$ cat src/rtl/mips_muldiv_unit.sv
// Iterative radix-2 shift-add multiplier / restoring divider with MIPS HI/LO registers.
// Latency: WIDTH+1 edges from the accepting edge to HI/LO updated; done pulses the cycle after.
// Backpressure: busy is high while an operation runs; start, mthi and mtlo are dropped unless idle.
module mips_muldiv_unit #(
    parameter int WIDTH = 32
) (
    input  logic             clock,
    input  logic             reset_n,
    input  logic             start,
    input  logic [1:0]       op,
    input  logic [WIDTH-1:0] operand_a,
    input  logic [WIDTH-1:0] operand_b,
    input  logic             hi_write,
    input  logic             lo_write,
    input  logic [WIDTH-1:0] write_data,
    output logic             busy,
    output logic             done,
    output logic             div_by_zero,
    output logic [WIDTH-1:0] hi,
    output logic [WIDTH-1:0] lo
);
    localparam int CW = $clog2(WIDTH);
    localparam logic [CW-1:0] LAST = CW'(WIDTH - 1);

    typedef enum logic [1:0] {IDLE, RUN, FINISH} state_t;

    state_t             state;
    logic [CW-1:0]      count;
    logic               is_div;
    logic               neg_q;      // product / quotient must be negated at the end
    logic               neg_r;      // remainder must be negated at the end
    logic               b_zero;
    logic [WIDTH-1:0]   a_raw;      // dividend as issued, returned in HI on divide-by-zero
    logic [WIDTH-1:0]   m_op;       // multiplicand magnitude, or divisor magnitude
    logic [2*WIDTH-1:0] acc;        // mult: {partial product, multiplier}; div: {remainder, quotient}

    logic               in_signed;
    logic [WIDTH-1:0]   a_abs, b_abs;
    logic [WIDTH:0]     mul_sum;
    logic [WIDTH:0]     rem_shift;
    logic [WIDTH-1:0]   diff;
    logic               ge;
    logic [2*WIDTH-1:0] mul_next, div_next, prod_fix;
    logic [WIDTH-1:0]   quot_fix, rem_fix;

    // Operand magnitudes, one iteration step of each algorithm, and final sign correction
    always_comb begin
        in_signed = ~op[0];
        a_abs     = (in_signed && operand_a[WIDTH-1]) ? -operand_a : operand_a;
        b_abs     = (in_signed && operand_b[WIDTH-1]) ? -operand_b : operand_b;

        mul_sum   = {1'b0, acc[2*WIDTH-1:WIDTH]} + {1'b0, (acc[0] ? m_op : {WIDTH{1'b0}})};
        mul_next  = {mul_sum, acc[WIDTH-1:1]};

        rem_shift = acc[2*WIDTH-1:WIDTH-1];
        ge        = (rem_shift >= {1'b0, m_op});
        diff      = rem_shift[WIDTH-1:0] - m_op;
        div_next  = {(ge ? diff : rem_shift[WIDTH-1:0]), acc[WIDTH-2:0], ge};

        prod_fix  = neg_q ? -acc : acc;
        quot_fix  = neg_q ? -acc[WIDTH-1:0] : acc[WIDTH-1:0];
        rem_fix   = neg_r ? -acc[2*WIDTH-1:WIDTH] : acc[2*WIDTH-1:WIDTH];
    end

    // Control FSM, datapath registers and registered outputs
    always_ff @(posedge clock or negedge reset_n) begin
        if (!reset_n) begin
            state       <= IDLE;
            count       <= '0;
            is_div      <= 1'b0;
            neg_q       <= 1'b0;
            neg_r       <= 1'b0;
            b_zero      <= 1'b0;
            a_raw       <= '0;
            m_op        <= '0;
            acc         <= '0;
            busy        <= 1'b0;
            done        <= 1'b0;
            div_by_zero <= 1'b0;
            hi          <= '0;
            lo          <= '0;
        end else begin
            done <= 1'b0;
            case (state)
                IDLE: begin
                    if (start) begin
                        state  <= RUN;
                        busy   <= 1'b1;
                        count  <= '0;
                        is_div <= op[1];
                        neg_q  <= in_signed & (operand_a[WIDTH-1] ^ operand_b[WIDTH-1]);
                        neg_r  <= in_signed & operand_a[WIDTH-1];
                        b_zero <= (operand_b == '0);
                        a_raw  <= operand_a;
                        m_op   <= op[1] ? b_abs : a_abs;
                        acc    <= {{WIDTH{1'b0}}, (op[1] ? a_abs : b_abs)};
                    end else begin
                        // mthi / mtlo only when no operation is being issued
                        if (hi_write) hi <= write_data;
                        if (lo_write) lo <= write_data;
                    end
                end
                RUN: begin
                    acc   <= is_div ? div_next : mul_next;
                    count <= count + CW'(1);
                    if (count == LAST) state <= FINISH;
                end
                FINISH: begin
                    state <= IDLE;
                    busy  <= 1'b0;
                    done  <= 1'b1;
                    if (is_div && b_zero) begin
                        hi          <= a_raw;
                        lo          <= '1;
                        div_by_zero <= 1'b1;
                    end else if (is_div) begin
                        hi          <= rem_fix;
                        lo          <= quot_fix;
                        div_by_zero <= 1'b0;
                    end else begin
                        {hi, lo}    <= prod_fix;
                        div_by_zero <= 1'b0;
                    end
                end
                default: begin
                    state <= IDLE;
                    busy  <= 1'b0;
                end
            endcase
        end
    end
endmodule

$ cat config.mk
export PLATFORM = sky130hd
export DESIGN_NAME = mips_muldiv_unit
export DESIGN_NICKNAME = d
export VERILOG_FILES = /design/src/rtl/mips_muldiv_unit.sv
export SDC_FILE = /design/constraint.sdc
export NUM_CORES = 1
export LEC_CHECK = 0
export BUFFER_PORTS_ARGS = -buffer_cell sky130_fd_sc_hd__buf_2
export CORE_MARGIN = 4
export CORE_UTILIZATION = 55
export CTS_CLUSTER_DIAMETER = 80
export DETAILED_ROUTE_END_ITERATION = 10
export PLACE_DENSITY_LB_ADDON = 0.2
export SETUP_SLACK_MARGIN = 0.3
export SLEW_MARGIN = 20
export SYNTH_ARGS = -nofsm -noshare
export SYNTH_HDL_FRONTEND = slang
export SYNTH_SLANG_ARGS = --single-unit
$ cat constraint.sdc
create_clock -name clock -period 6.15 [get_ports clock]
set_input_delay 1.23 -clock clock [delete_from_list [all_inputs] [get_ports clock]]
set_output_delay 1.23 -clock clock [all_outputs]
set_load 0.01 [all_outputs]
Word level (Yosys, flattened, before mapping):

Index checks and enable logic that the tools add are counted.

* register bits after elaboration: 206
* latch bits: 0
* bits in writable memories: 0
* bits in read-only memories: 0
* input bits: 103
* output and inout bits: 67
* logic and storage cells: 80
* memories kept: 0

* add/subtract/negate cells: 8
* multiply operators: 0
* divide/modulo/power cells: 0
* magnitude comparators: 1
* equal/unequal tests: 8
* shift operators: 0
* multiplexer cells: 31
* bitwise gates (word level): 5
* reduce and logical (&&, ||, !) cells: 13

Operator list (number)
* 2-to-1 mux 32 bit: 16
* 2-to-1 mux 64 bit: 3
* negator 32 bit: 4
* case mux 32 bit (2 select lines): 2
* case mux 64 bit (2 select lines): 1
* negator 64 bit: 1
* adder 32 x 32 -> 33 bit: 1
* >= comparator 33 x 32 -> 1 bit: 1
* zero test 32 bit: 1
* subtractor 32 bit: 1
* inequality test 2 bit (second input constant): 5
* case mux 5 bit (2 select lines): 1
* AND reduction 2 bit: 4
* AND reduction 3 bit: 2
* adder 5 x 1 -> 5 bit (second input constant): 1
* == test 5 bit (second input constant): 1
* 2-to-1 mux 5 bit: 1
* 2-to-1 mux 2 bit: 2
* case mux 2 bit (2 select lines): 1
* nonzero test 2 bit: 2
* logical AND 1 bit: 3
* 2-to-1 mux 1 bit: 3
* bitwise AND 1 bit: 2
* == test 2 x 1 -> 1 bit (second input constant): 1
* other kinds (5): 6

Depth between registers and ports, before layout:

* depth after elaboration: 6
* mapped depth: 16

Worst setup path after synthesis:

No wires, ideal clock.

* path type: input to register
* from: input port operand_b[5]
* to: register m_op[24]
* library setup time: 0.125 ns
* arrival time: 3.418 ns
* setup slack: 2.607 ns
* stages on the path: 9
* buffers on the path: 0
* cells stage by stage: or4_1 -> nor4_1 -> nand2_1 -> nor3_1 -> a21oi_1 -> xor2_1 -> nand2_1 -> o21ai_0 -> mux2_2

* longest elaborated chain between the ends: 3

Ends and longest elaborated chain
* from (decl): line 12 `input logic [WIDTH-1:0] operand_b,`
* negator 32 bit: line 50 `b_abs = (in_signed && operand_b[WIDTH-1]) ? -operand_b : operand_b;`
* 2-to-1 mux 32 bit: line 50
* 2-to-1 mux 32 bit: line 95 `m_op <= op[1] ? b_abs : a_abs;`
* to (signal assigned): line 95
* to (decl): line 34 `logic [WIDTH-1:0] m_op;`

Every way passes these cells.
A chain may end at the register's enable or synchronous reset.

Worst setup path after layout:

* from: register acc[42]
* to: register acc[59]

* longest elaborated chain between the ends: 4
* elaborated cells between the ends (all ways): 6

Ends and longest elaborated chain
* from (decl): line 35 `logic [2*WIDTH-1:0] acc;`
* from (signal assigned): line 96 `acc <= {{WIDTH{1'b0}}, (op[1] ? a_abs : b_abs)};`
* from (signal assigned): line 104 `acc <= is_div ? div_next : mul_next;`
* subtractor 32 bit or >= comparator 33 x 32 -> 1 bit (tied branches): line 57, 56
* 2-to-1 mux 32 bit: line 58 `div_next = {(ge ? diff : rem_shift[WIDTH-1:0]), acc[WIDTH-2:0], ge};`
* 2-to-1 mux 64 bit (*): line 104
* case mux 64 bit (2 select lines) (*): line 84 `case (state)`

Mark *: on every way between the ends. The rest lies on a longest branch, timed or not.

==> impl_metrics.env <==
export IMPL_cp_max_fo=40
export IMPL_wl_per_cell_um=22.2
export IMPL_routed_wl_mm=55.5
export IMPL_setup_slack_ns=2.03
export IMPL_cts_buffers=25
export IMPL_grt_pass1_vias=14800
export IMPL_cap_violations=0
export IMPL_min_period_over_period_pct=67.0
export IMPL_finalSetupTns_ns=0
export IMPL_powerDensity_mw_per_mm2=617
export IMPL_track_usage_pct=33.8
export IMPL_grt_setup_unrepaired="false"
export IMPL_syn_to_final_growth_pct=11.8
export IMPL_layout_commonest_cell="o21ai_0"
export IMPL_worst_pin_slew_ns=1.05
export IMPL_grt_pass1_wl_mm=85.5
export IMPL_ys_flop_type="dfrtp_1"
export IMPL_critPathCaptureType="flip-flop"
export IMPL_synth_xor_area_share_pct=9.11
export IMPL_cts_resized=0
export IMPL_final_setup_viol_count=0
export IMPL_mostFrequentLayoutCells="238 x o21ai_0, 205 x dfrtp_1, 201 x nand2_1"
export IMPL_postCtsSetupRepairBufs=0
export IMPL_clock_skew_ns=0.0132
export IMPL_final_cell_count_no_fill=2502
export IMPL_clk_pin_slew_ns=0.06
export IMPL_synth_fp_nets=2181
export IMPL_port_buffers=169
export IMPL_crit_required_ns=6.58
export IMPL_yosysSeqAreaShare_pct=31.9
export IMPL_worstSkewPairLatency_ns=0.55
export IMPL_drt_iter0_drc=1943
export IMPL_period_minus_slack_ns=4.12
export IMPL_synth_fa_ha_area_share_pct=5.67
export IMPL_dieArea_mm2=0.0322
export IMPL_yosys_warnings=0
export IMPL_overflow=0
export IMPL_drive_gt1_share_pct=13.7
export IMPL_ir_drop_v=0.000285
export IMPL_synth_cell_types=73
export IMPL_holdWs_ns=0.476
export IMPL_dr_pass1_iters=6
export IMPL_core_area_mm2=0.0289
export IMPL_cts_tree="built"
export IMPL_synthCells=2006
export IMPL_outcome="finished clean"
export IMPL_gp_congestion=0.993
export IMPL_power_mw=11.1
export IMPL_cts_sinks=206
export IMPL_drcViolationCount=0
export IMPL_syn_area_mm2=0.0161
export IMPL_start_util_pct=56.0
export IMPL_cts_hold_buffers_added=0
export IMPL_synth_edf_count=0
export IMPL_synth_compound_area_share_pct=25.2
export IMPL_fp_dieW_um=179
export IMPL_ys_ff_latch=206
export IMPL_syn_area_per_cell_um2=8.05
export IMPL_critPathKind="flip-flop to flip-flop"
export IMPL_dp_slack_ns=1.67
export IMPL_viasPerCell=6.41
export IMPL_antenna_found_initial=1
export IMPL_crit_arrival_ns=4.55
export IMPL_critPathLaunchType="flip-flop"
export IMPL_dp_hpwl_mm=41.8
export IMPL_htreeDepth=1
export IMPL_maxSlewViolCount=0
export IMPL_min_path_type="flip-flop to flip-flop"
export IMPL_hold_viol=0
export IMPL_p_leak_nw=8.05
export IMPL_synth_async_sr_flop_share_pct=100
export IMPL_std_cell_rows=62
export IMPL_die_h_um=179
export IMPL_relSlewSlack_pct=30.0
export IMPL_ios=170
export IMPL_synth_top_family_by_area="compound AO/OA/AOI/OAI gates"
export IMPL_fill_cells=2612
export IMPL_vias=16000
export IMPL_muxShareOfSynthArea_pct=6.57
export IMPL_final_antenna_net_count=0
export IMPL_yosys_area_share_simple_pct=17.0
export IMPL_grt_max_degree=113
export IMPL_clock_root_buffer="clkbuf_16"
export IMPL_fmax_mhz=243
export IMPL_final_nets=2273
export IMPL_dp_cells=2454
export IMPL_clk_path_buf_depth=3
## power by group
| group | leakage (nW) | internal (mW) | total [mW] | switching [mW] |
|---|---|---|---|---|
| Combinational | 5.10 | 2.80 | 6.72 | 3.91 |
| Clock | 0.416 | 0.927 | 1.55 | 0.624 |
| Sequential | 2.53 | 2.03 | 2.87 | 0.840 |
## cells by family after synthesis
group           Yosys count
simple gates            596
xor+xnor                168
fa+ha+maj                72
mux                     101
compound gates          678
flops                   206
buf+inv                 185
## critical path, cell delays in order (launching register included)
cell     delay [ns]
dfrtp_1        0.65
ha_1           0.40
and3_1         0.21
and3_1         0.23
a32o_1         0.27
or3b_4         0.43
a31oi_4        0.24
o21ai_1        0.13
a41o_2         0.67
mux2_1         0.47
a221o_1        0.30
## state kept, by name, indices dropped and copies added, names as in the netlist
register	flops
lo	32
state	2
div_by_zero	1
is_div	1
neg_r	1
acc	64
neg_q	1
m_op	32
busy	1
a_raw	32
count	5
done	1
b_zero	1
hi	32
## cells in the mapped netlist (8+ instances only)
cell type / n / area share, %
or4_1: 12 / 0.56
mux2i_1: 61 / 3.8
o21a_1: 10 / 0.46
nand2_1: 201 / 4.7
xnor2_1: 107 / 5.8
nand4_1: 13 / 0.50
o21ai_0: 238 / 7.4
buf_1: 16 / 0.37
a21oi_1: 189 / 5.9
a31oi_1: 17 / 0.66
o22ai_1: 38 / 1.5
mux2_2: 39 / 2.7
nor2_1: 198 / 4.6
nor4_1: 17 / 0.66
nand2b_1: 21 / 0.81
dfrtp_1: 206 / 32
o41ai_1: 9 / 0.49
and2_1: 8 / 0.31
a22oi_1: 24 / 1.1
a21o_1: 43 / 2.0
nor3_1: 42 / 1.3
a222oi_1: 15 / 0.93
xor2_1: 61 / 3.3
clkbuf_1: 99 / 2.3
nor2b_1: 13 / 0.50
or3_1: 13 / 0.50
o211ai_1: 9 / 0.42
ha_1: 70 / 5.4
nand3_1: 20 / 0.62
o21bai_1: 9 / 0.42
o31ai_1: 18 / 0.84
inv_1: 61 / 1.4
a211oi_1: 10 / 0.46
## metal layers
metal,track usage [%],vias to the layer above,wire length (µm)
met4,11.8,0,1970
met3,6.55,99,6160
met5,0,-,0
li1,-,7430,-
met2,51.7,893,24100
met1,48.3,7622,23300
## layout make-up
| class | instances | area (µm²) | share of cell area [%] |
|---|---|---|---|
| tap | 384 | 480 | 2.66 |
| sequential | 206 | 5160 | 28.6 |
| clock buffer | 35 | 703 | 3.90 |
| multi-input combinational | 1615 | 10300 | 57.0 |
| inverter | 63 | 236 | 1.31 |
| clock inverter | 10 | 146 | 0.811 |
| antenna | 2 | 5.00 | 0.0277 |
| timing repair buffer | 187 | 1020 | 5.68 |
## stage by stage
step,utilization (%),instance area [µm²]
floorplan,-,16100
global placement,59.5,17200
detailed placement,59.5,17200
CTS,62.4,18000
global route,62.5,18000
finish,62.5,18000
## path summary, 6_finish.rpt
check,from,end,slack (ns),depth (start not counted)
setup / recovery,acc[42]$_DFFE_PN0P_,acc[59]$_DFFE_PN0P_,2.03,10
hold / removal,lo[22]$_DFFE_PN0P_,lo[22]$_DFFE_PN0P_,0.48,2
setup reg to reg,acc[42]$_DFFE_PN0P_,acc[59]$_DFFE_PN0P_,2.03,10
hold reg to reg,lo[22]$_DFFE_PN0P_,lo[22]$_DFFE_PN0P_,0.48,2
max in group asynchronous,reset_n,is_div$_DFFE_PN0P_,4.26,2
min in group asynchronous,reset_n,hi[16]$_DFFE_PN0P_,0.76,1
(Power assumes the default switching activity.)
